===== src/rtl/pulse_seq_n.sv =====
// Multi-channel pulse sequencer: one period counter, NCH delay/width/repeat/spacing
// channels, sync marker, receiver inhibit, and double-buffered config with deferred commit.
// Ports: clk, resetn (sync, active low); cfg_wr/cfg_ch/cfg_field/cfg_data write shadow fields;
// per_in/cfg_commit request a shadow->active transfer; run, block;
// sync_out, pulse_out[NCH], inhib, pending.
module pulse_seq_n #(
  parameter int NCH      = 4,
  parameter int CW       = 24,
  parameter int PW       = 16,
  parameter int RW       = 8,
  parameter int SYNC_W   = 8,
  parameter int INH_HOLD = 4
) (
  input  logic           clk,
  input  logic           resetn,
  input  logic           cfg_wr,
  input  logic [3:0]     cfg_ch,
  input  logic [1:0]     cfg_field,
  input  logic [PW-1:0]  cfg_data,
  input  logic [CW-1:0]  per_in,
  input  logic           cfg_commit,
  input  logic           run,
  input  logic           block,
  output logic           sync_out,
  output logic [NCH-1:0] pulse_out,
  output logic           inhib,
  output logic           pending
);
  localparam int HW = $clog2(INH_HOLD + 2);

  typedef enum logic [2:0] {IDLE, WAIT, ON, GAP, DONE} st_t;

  logic [PW-1:0] del_s_q [NCH], del_s_d [NCH];
  logic [PW-1:0] wid_s_q [NCH], wid_s_d [NCH];
  logic [RW-1:0] rep_s_q [NCH], rep_s_d [NCH];
  logic [PW-1:0] spc_s_q [NCH], spc_s_d [NCH];
  logic [PW-1:0] del_a_q [NCH], del_a_d [NCH];
  logic [PW-1:0] wid_a_q [NCH], wid_a_d [NCH];
  logic [RW-1:0] rep_a_q [NCH], rep_a_d [NCH];
  logic [PW-1:0] spc_a_q [NCH], spc_a_d [NCH];
  st_t           st_q    [NCH], st_d    [NCH];
  logic [RW-1:0] rem_q   [NCH], rem_d   [NCH];
  logic [PW-1:0] ctr_q   [NCH], ctr_d   [NCH];

  logic [CW-1:0]  per_s_q, per_s_d, per_a_q, per_a_d;
  logic [CW-1:0]  cnt_q, cnt_d;
  logic           pending_q, pending_d;
  logic           sync_q, sync_d, inhib_q, inhib_d;
  logic [NCH-1:0] pulse_q, pulse_d;
  logic [HW-1:0]  hold_q, hold_d;

  logic           run_ok, wrap, xfer;
  logic [NCH-1:0] on_v, act_v;
  st_t            cur;
  logic [RW-1:0]  rem;
  logic [PW-1:0]  ctr;

  always_comb begin
    del_s_d = del_s_q;
    wid_s_d = wid_s_q;
    rep_s_d = rep_s_q;
    spc_s_d = spc_s_q;
    del_a_d = del_a_q;
    wid_a_d = wid_a_q;
    rep_a_d = rep_a_q;
    spc_a_d = spc_a_q;
    st_d    = st_q;
    rem_d   = rem_q;
    ctr_d   = ctr_q;
    per_s_d = per_s_q;
    per_a_d = per_a_q;
    cnt_d   = '0;
    on_v    = '0;
    act_v   = '0;
    cur     = IDLE;
    rem     = '0;
    ctr     = '0;

    run_ok = run && (per_a_q >= CW'(2));
    wrap   = run_ok && (cnt_q == per_a_q - CW'(1));
    xfer   = pending_q && (!run_ok || wrap);
    if (run_ok) cnt_d = wrap ? '0 : cnt_q + CW'(1);

    pending_d = cfg_commit | (pending_q & ~xfer);
    if (cfg_commit) per_s_d = per_in;

    // Transfer copies the pre-edge shadow, so a coincident write stays shadow-only.
    if (xfer) begin
      per_a_d = per_s_q;
      del_a_d = del_s_q;
      wid_a_d = wid_s_q;
      rep_a_d = rep_s_q;
      spc_a_d = spc_s_q;
    end

    for (int k = 0; k < NCH; k++) begin
      if (cfg_wr && cfg_ch == 4'(k)) begin
        unique case (cfg_field)
          2'd0: del_s_d[k] = cfg_data;
          2'd1: wid_s_d[k] = cfg_data;
          2'd2: rep_s_d[k] = RW'(cfg_data);
          2'd3: spc_s_d[k] = cfg_data;
        endcase
      end
    end

    for (int k = 0; k < NCH; k++) begin
      cur = st_q[k];
      rem = rem_q[k];
      ctr = ctr_q[k];
      // Every period start re-arms, cutting off any pulse still running.
      if (cnt_q == '0) begin
        cur = WAIT;
        rem = rep_a_q[k];
      end
      st_d[k]  = cur;
      rem_d[k] = rem;
      ctr_d[k] = ctr;
      unique case (cur)
        IDLE, DONE: ;
        WAIT: begin
          if (cnt_q == CW'(del_a_q[k]) &&
              wid_a_q[k] != '0 && rem != '0) begin
            st_d[k]  = ON;
            ctr_d[k] = wid_a_q[k] - PW'(1);
            rem_d[k] = rem - RW'(1);
          end
        end
        ON: begin
          if (ctr != '0) begin
            ctr_d[k] = ctr - PW'(1);
          end else if (rem == '0) begin
            st_d[k] = DONE;
          end else if (spc_a_q[k] == '0) begin
            ctr_d[k] = wid_a_q[k] - PW'(1);
            rem_d[k] = rem - RW'(1);
          end else begin
            st_d[k]  = GAP;
            ctr_d[k] = spc_a_q[k] - PW'(1);
          end
        end
        GAP: begin
          if (ctr != '0) begin
            ctr_d[k] = ctr - PW'(1);
          end else begin
            st_d[k]  = ON;
            ctr_d[k] = wid_a_q[k] - PW'(1);
            rem_d[k] = rem - RW'(1);
          end
        end
        default: st_d[k] = IDLE;
      endcase
      if (!run_ok) begin
        st_d[k]  = IDLE;
        rem_d[k] = '0;
        ctr_d[k] = '0;
      end
      on_v[k]  = (st_d[k] == ON);
      act_v[k] = (st_d[k] == ON) || (st_d[k] == GAP);
    end

    sync_d  = run_ok && (cnt_q < CW'(SYNC_W));
    pulse_d = block ? '0 : on_v;

    // Gaps inside a train keep inhibit up; the hold tail starts after the final pulse.
    if (!run_ok) begin
      inhib_d = 1'b0;
      hold_d  = '0;
    end else if (|act_v) begin
      inhib_d = 1'b1;
      hold_d  = HW'(INH_HOLD);
    end else if (cnt_q == '0 || hold_q == '0) begin
      inhib_d = 1'b0;
      hold_d  = '0;
    end else begin
      inhib_d = 1'b1;
      hold_d  = hold_q - HW'(1);
    end
  end

  always_ff @(posedge clk) begin
    if (!resetn) begin
      del_s_q   <= '{default: '0};
      wid_s_q   <= '{default: '0};
      rep_s_q   <= '{default: '0};
      spc_s_q   <= '{default: '0};
      del_a_q   <= '{default: '0};
      wid_a_q   <= '{default: '0};
      rep_a_q   <= '{default: '0};
      spc_a_q   <= '{default: '0};
      st_q      <= '{default: IDLE};
      rem_q     <= '{default: '0};
      ctr_q     <= '{default: '0};
      per_s_q   <= '0;
      per_a_q   <= '0;
      cnt_q     <= '0;
      pending_q <= 1'b0;
      sync_q    <= 1'b0;
      pulse_q   <= '0;
      inhib_q   <= 1'b0;
      hold_q    <= '0;
    end else begin
      del_s_q   <= del_s_d;
      wid_s_q   <= wid_s_d;
      rep_s_q   <= rep_s_d;
      spc_s_q   <= spc_s_d;
      del_a_q   <= del_a_d;
      wid_a_q   <= wid_a_d;
      rep_a_q   <= rep_a_d;
      spc_a_q   <= spc_a_d;
      st_q      <= st_d;
      rem_q     <= rem_d;
      ctr_q     <= ctr_d;
      per_s_q   <= per_s_d;
      per_a_q   <= per_a_d;
      cnt_q     <= cnt_d;
      pending_q <= pending_d;
      sync_q    <= sync_d;
      pulse_q   <= pulse_d;
      inhib_q   <= inhib_d;
      hold_q    <= hold_d;
    end
  end

  assign sync_out  = sync_q;
  assign pulse_out = pulse_q;
  assign inhib     = inhib_q;
  assign pending   = pending_q;
endmodule


===== config.mk =====
export PLATFORM = sky130hd
export DESIGN_NAME = pulse_seq_n
export DESIGN_NICKNAME = d
export VERILOG_FILES = /design/src/rtl/pulse_seq_n.sv
export SDC_FILE = /design/constraint.sdc
export NUM_CORES = 2
export LEC_CHECK = 0
export ABC_AREA = 0
export BUFFER_PORTS_ARGS = -buffer_cell sky130_fd_sc_hd__buf_2
export CORE_MARGIN = 4
export CORE_UTILIZATION = 45
export DETAILED_ROUTE_END_ITERATION = 12
export GPL_TIMING_DRIVEN = 0
export PLACE_DENSITY_LB_ADDON = 0.05
export SYNTH_ARGS = -nofsm -noshare
export SYNTH_HDL_FRONTEND = slang
export SYNTH_SLANG_ARGS = --single-unit

===== constraint.sdc =====
create_clock -name clk -period 7.03 [get_ports clk]
set_input_delay 0.703 -clock clk [delete_from_list [all_inputs] [get_ports clk]]
set_output_delay 0.703 -clock clk [all_outputs]
set_load 0.02 [all_outputs]

==> results.md <==
- Hold buffer count at CTS: 0
- P per Cell Area: 238 nW/um2
- Initial Util: 0.458
- Fin. Hold Viols: 0
- Reported leakage power: 13.1 nW
- Cells after Synth: 3,956
- Core ar.: a little over 70,000 um2
- # IOs: just under 60
- CTS root buf: clkbuf_16
- Synth Flop Type: dfxtp_1
- Register area share after synthesis: 0.396
- Slew Viols, Final: 11
- Fraction of layout cells with a size suffix above 1: 0.0618
- Number of flops mapped to enable cells by yosys: 0
- WL/cell: 21.6 um
- Fraction of registers with async set/reset: 0
- Area contributors post-synth: dfxtp_1 (40%), nand2_1 (12%), mux2i_1 (10%)
- Die Area: 76,100 um2
- Clock Power Share: 0.469
- Hold path cells: 3
- Die X: ~280 um
- Status: complete, but fails checks
- Routed wire length: 110,000 um
- CP Capture Type: register
- Tmin final: approximately 6.7 ns
- Max_slew headroom: -0.0537
- Crit path DAT: slightly above 7 ns
- Failing checks: max-capacitance violations, max-slew violations
- Most common cell after layout, fill and taps aside: nand2_1
- Placement Rows: 97
- Setup Crit Path Kind: reg2reg
- Top cell type's share of synthesized area: 0.396
- CTS clk-pin slew, worst paths: 0.06 ns
- H-tree Lvls: 3
- FF-to-FF path depth: 18
- Fill cells: 6,886
- Max-Cap Viols: 1
- End of the worst hold path: per_s_q[10]
- Yosys Warn Count: 0
- Share of power burned in registers: 0.424
- R2R setup slack: 0.29 ns
- Gpl congestion: 0.921
- Vias post-DR: around 28,000
- Achievable frequency: 148 MHz
- Detailed Place HPWL: a little under 80,000 um
- Grt ovf: 0
- Crit-path max FO: 19
- Unrepaired setup endpoints after global routing: no
- P_sw: about 2.2 mW
- Hold path start: per_in[10]
- Post-DRT Antenna Nets: 0
- CTS tree: built
- Clock sink total: 638
- Number of buffers added on ports: 57
- Top cell type by total area after synthesis: dfxtp_1
- Startpoint Class: register
- Initial DRT Pass Iterations: 6
- Pin count of the biggest net entering global routing: 20
- Vias/cell: 5.55
- Number of buffers created by CTS: 74
- Synth unique cells: 87
- First-pass GRT wire length: 166,000 um
- Period Utilization, post-route: 0.959
- Final setup vio count: 0
- Setup_tns: 0 ns
- Logic pwr share: 0.107
- Syn_area_per_cell: 8.16 um2
- Number of global-route vias before repair: 26,433
- Layout Area Growth over Synthesis: 12.5%
- Initial antenna violation count: 4
- Int Pwr: between 6 and 7 mW
- Most frequent cells in the layout: nand2_1 (1,046), dfxtp_1 (638), mux2i_1 (337)
- Nets@finish: around 4,200
- First-iteration detailed-routing DRC count: 2,469
- Netlist Area Pre-Place: 32,300 um2
- #FFs+latches synth: 638
- Least-Margin Pin Slew: 1.58 ns
- Crit Reg-Reg Startpoint: cnt_q[12]
- DRC errors left: 0
- Hold Path Class: in2reg
- Dpl cell area: around 34,000 um2
- GRT Overall Usage: 0.283
- Switch share: 0.260
- Setup Skew: 0.0216 ns
- CP required: 7.53 ns
- Clock Path Buffers: 3
- Post-route cell area: about 36,000 um2
- Capturing point of the worst reg2reg path: hold_q[2]
- Chip height: about 280 um
- Net Count, Synth: 4,036
- Clk_lat worst skew: about 0.62 ns
- Worst IR Drop VDD: between 0.2 and 0.25 mV
[power groups by stage]
stage	clock [mW]	sequential [mW]	combinational (mW)
2_1_floorplan	0	3.74	0.572
3_3_place_gp	0	3.74	0.906
3_5_place_dp	0	3.74	0.906
4_1_cts	4.12	3.66	0.909
5_1_grt	4.26	3.67	0.968
6_report	4.05	3.67	0.922
[Yosys cell counts (all sizes together), types with 42 or more instances]
| master | count |
|---|---|
| mux2i | 337 |
| or3 | 42 |
| nor2b | 73 |
| buf | 46 |
| clkbuf | 204 |
| nor3 | 130 |
| dfxtp | 638 |
| nor2 | 216 |
| xnor2 | 154 |
| nor4 | 51 |
| nand2 | 1046 |
| o21ai | 91 |
| xor2 | 106 |
| a21oi | 102 |
| a21boi | 197 |
| inv | 46 |
| nand3 | 55 |
[cell type report]
cell class | count | area (um2) | share of cell area
buffer | 249 | 1160 | 0.0318
sequential | 638 | 12800 | 0.352
timing repair buffer | 58 | 293 | 0.00806
clock buffer | 102 | 2180 | 0.0601
clock inverter | 28 | 357 | 0.00982
multi-input combinational | 3022 | 18200 | 0.501
antenna | 2 | 5.00 | 0.000138
tap | 940 | 1180 | 0.0324
inverter | 46 | 173 | 0.00476
[layer usage]
| metal | track usage | part of all wire |
|---|---|---|
| met1 | 0.389 | 0.46 |
| met2 | 0.456 | 0.44 |
| met3 | 0.0479 | 0.060 |
| met4 | 0.0888 | 0.035 |
| met5 | 0 | 0.00038 |
[worst max-delay path, cell delays in order (launching register included)]
cell	delay (ns)
dfxtp_1	0.30
clkbuf_1	0.68
nor3_1	0.16
and4_1	0.25
clkbuf_1	0.42
nand2_1	0.23
clkbuf_2	0.51
buf_2	0.47
buf_2	0.40
mux2i_1	0.35
ha_1	0.25
or4b_2	0.64
nor4_1	0.20
o21ai_0	0.17
nand2_1	0.30
o21ai_0	0.16
and2_0	0.37
a221o_1	0.44
o31a_1	0.29
[worst max path at each step]
stage / from / cells past startpoint / slack, ns / endpoint
2_1_floorplan: cnt_q[0] / 20 / 1.85 / hold_q[2]
4_1_cts: cnt_q[0] / 19 / 0.36 / inhib
6_report: cnt_q[12] / 18 / 0.29 / hold_q[2]
3_3_place_gp: cnt_q[0] / 20 / -0.42 / inhib
3_5_place_dp: cnt_q[1] / 20 / -0.34 / inhib
5_1_grt: cnt_q[8] / 18 / 0.04 / inhib
[flip-flops by register name, indices dropped and copies added, names as in the netlist, 4 cells and up]
register / cells
cnt_q: 24
ctr: 16
ctr_q: 48
del_a_q: 64
del_s_q: 64
per_a_q: 24
per_s_q: 24
pulse_out: 4
rem_q: 32
rep_a_q: 32
rep_s_q: 32
spc_a_q: 64
spc_s_q: 64
st_q: 12
wid_a_q: 64
wid_s_q: 64
[per-stage QoR]
| stage | utilization | instances | worst slack, ns | power (mW) | hold WS [ns] |
|---|---|---|---|---|---|
| after floorplan | - | 3956 | 1.85 | 4.31 | 0.434 |
| after global placement | 0.478 | 4953 | -0.422 | 4.65 | 0.445 |
| after detailed placement | 0.479 | 4954 | -0.343 | 4.65 | 0.450 |
| after CTS | 0.515 | 5083 | 0.359 | 8.69 | 0.318 |
| after global routing | 0.515 | 5083 | 0.0354 | 8.90 | 0.344 |
| final | 0.515 | 5085 | 0.288 | 8.64 | 0.342 |
[kinds of logic after synthesis]
logic type / after synthesis / share of synthesized area
simple gates: 1785 / 0.247
fa+ha+maj: 28 / 0.0109
mux: 344 / 0.107
buf+inv: 296 / 0.0409
xor+xnor: 260 / 0.0706
flops: 638 / 0.396
compound gates: 605 / 0.128
[repair_timing]
item / 4_1_cts / 5_1_grt
gates resized for setup: 2 / 2
setup buffers: 0 / 0
endpoints found under the setup margin: 22 / 1
Power figures use the tool's default switching activity.
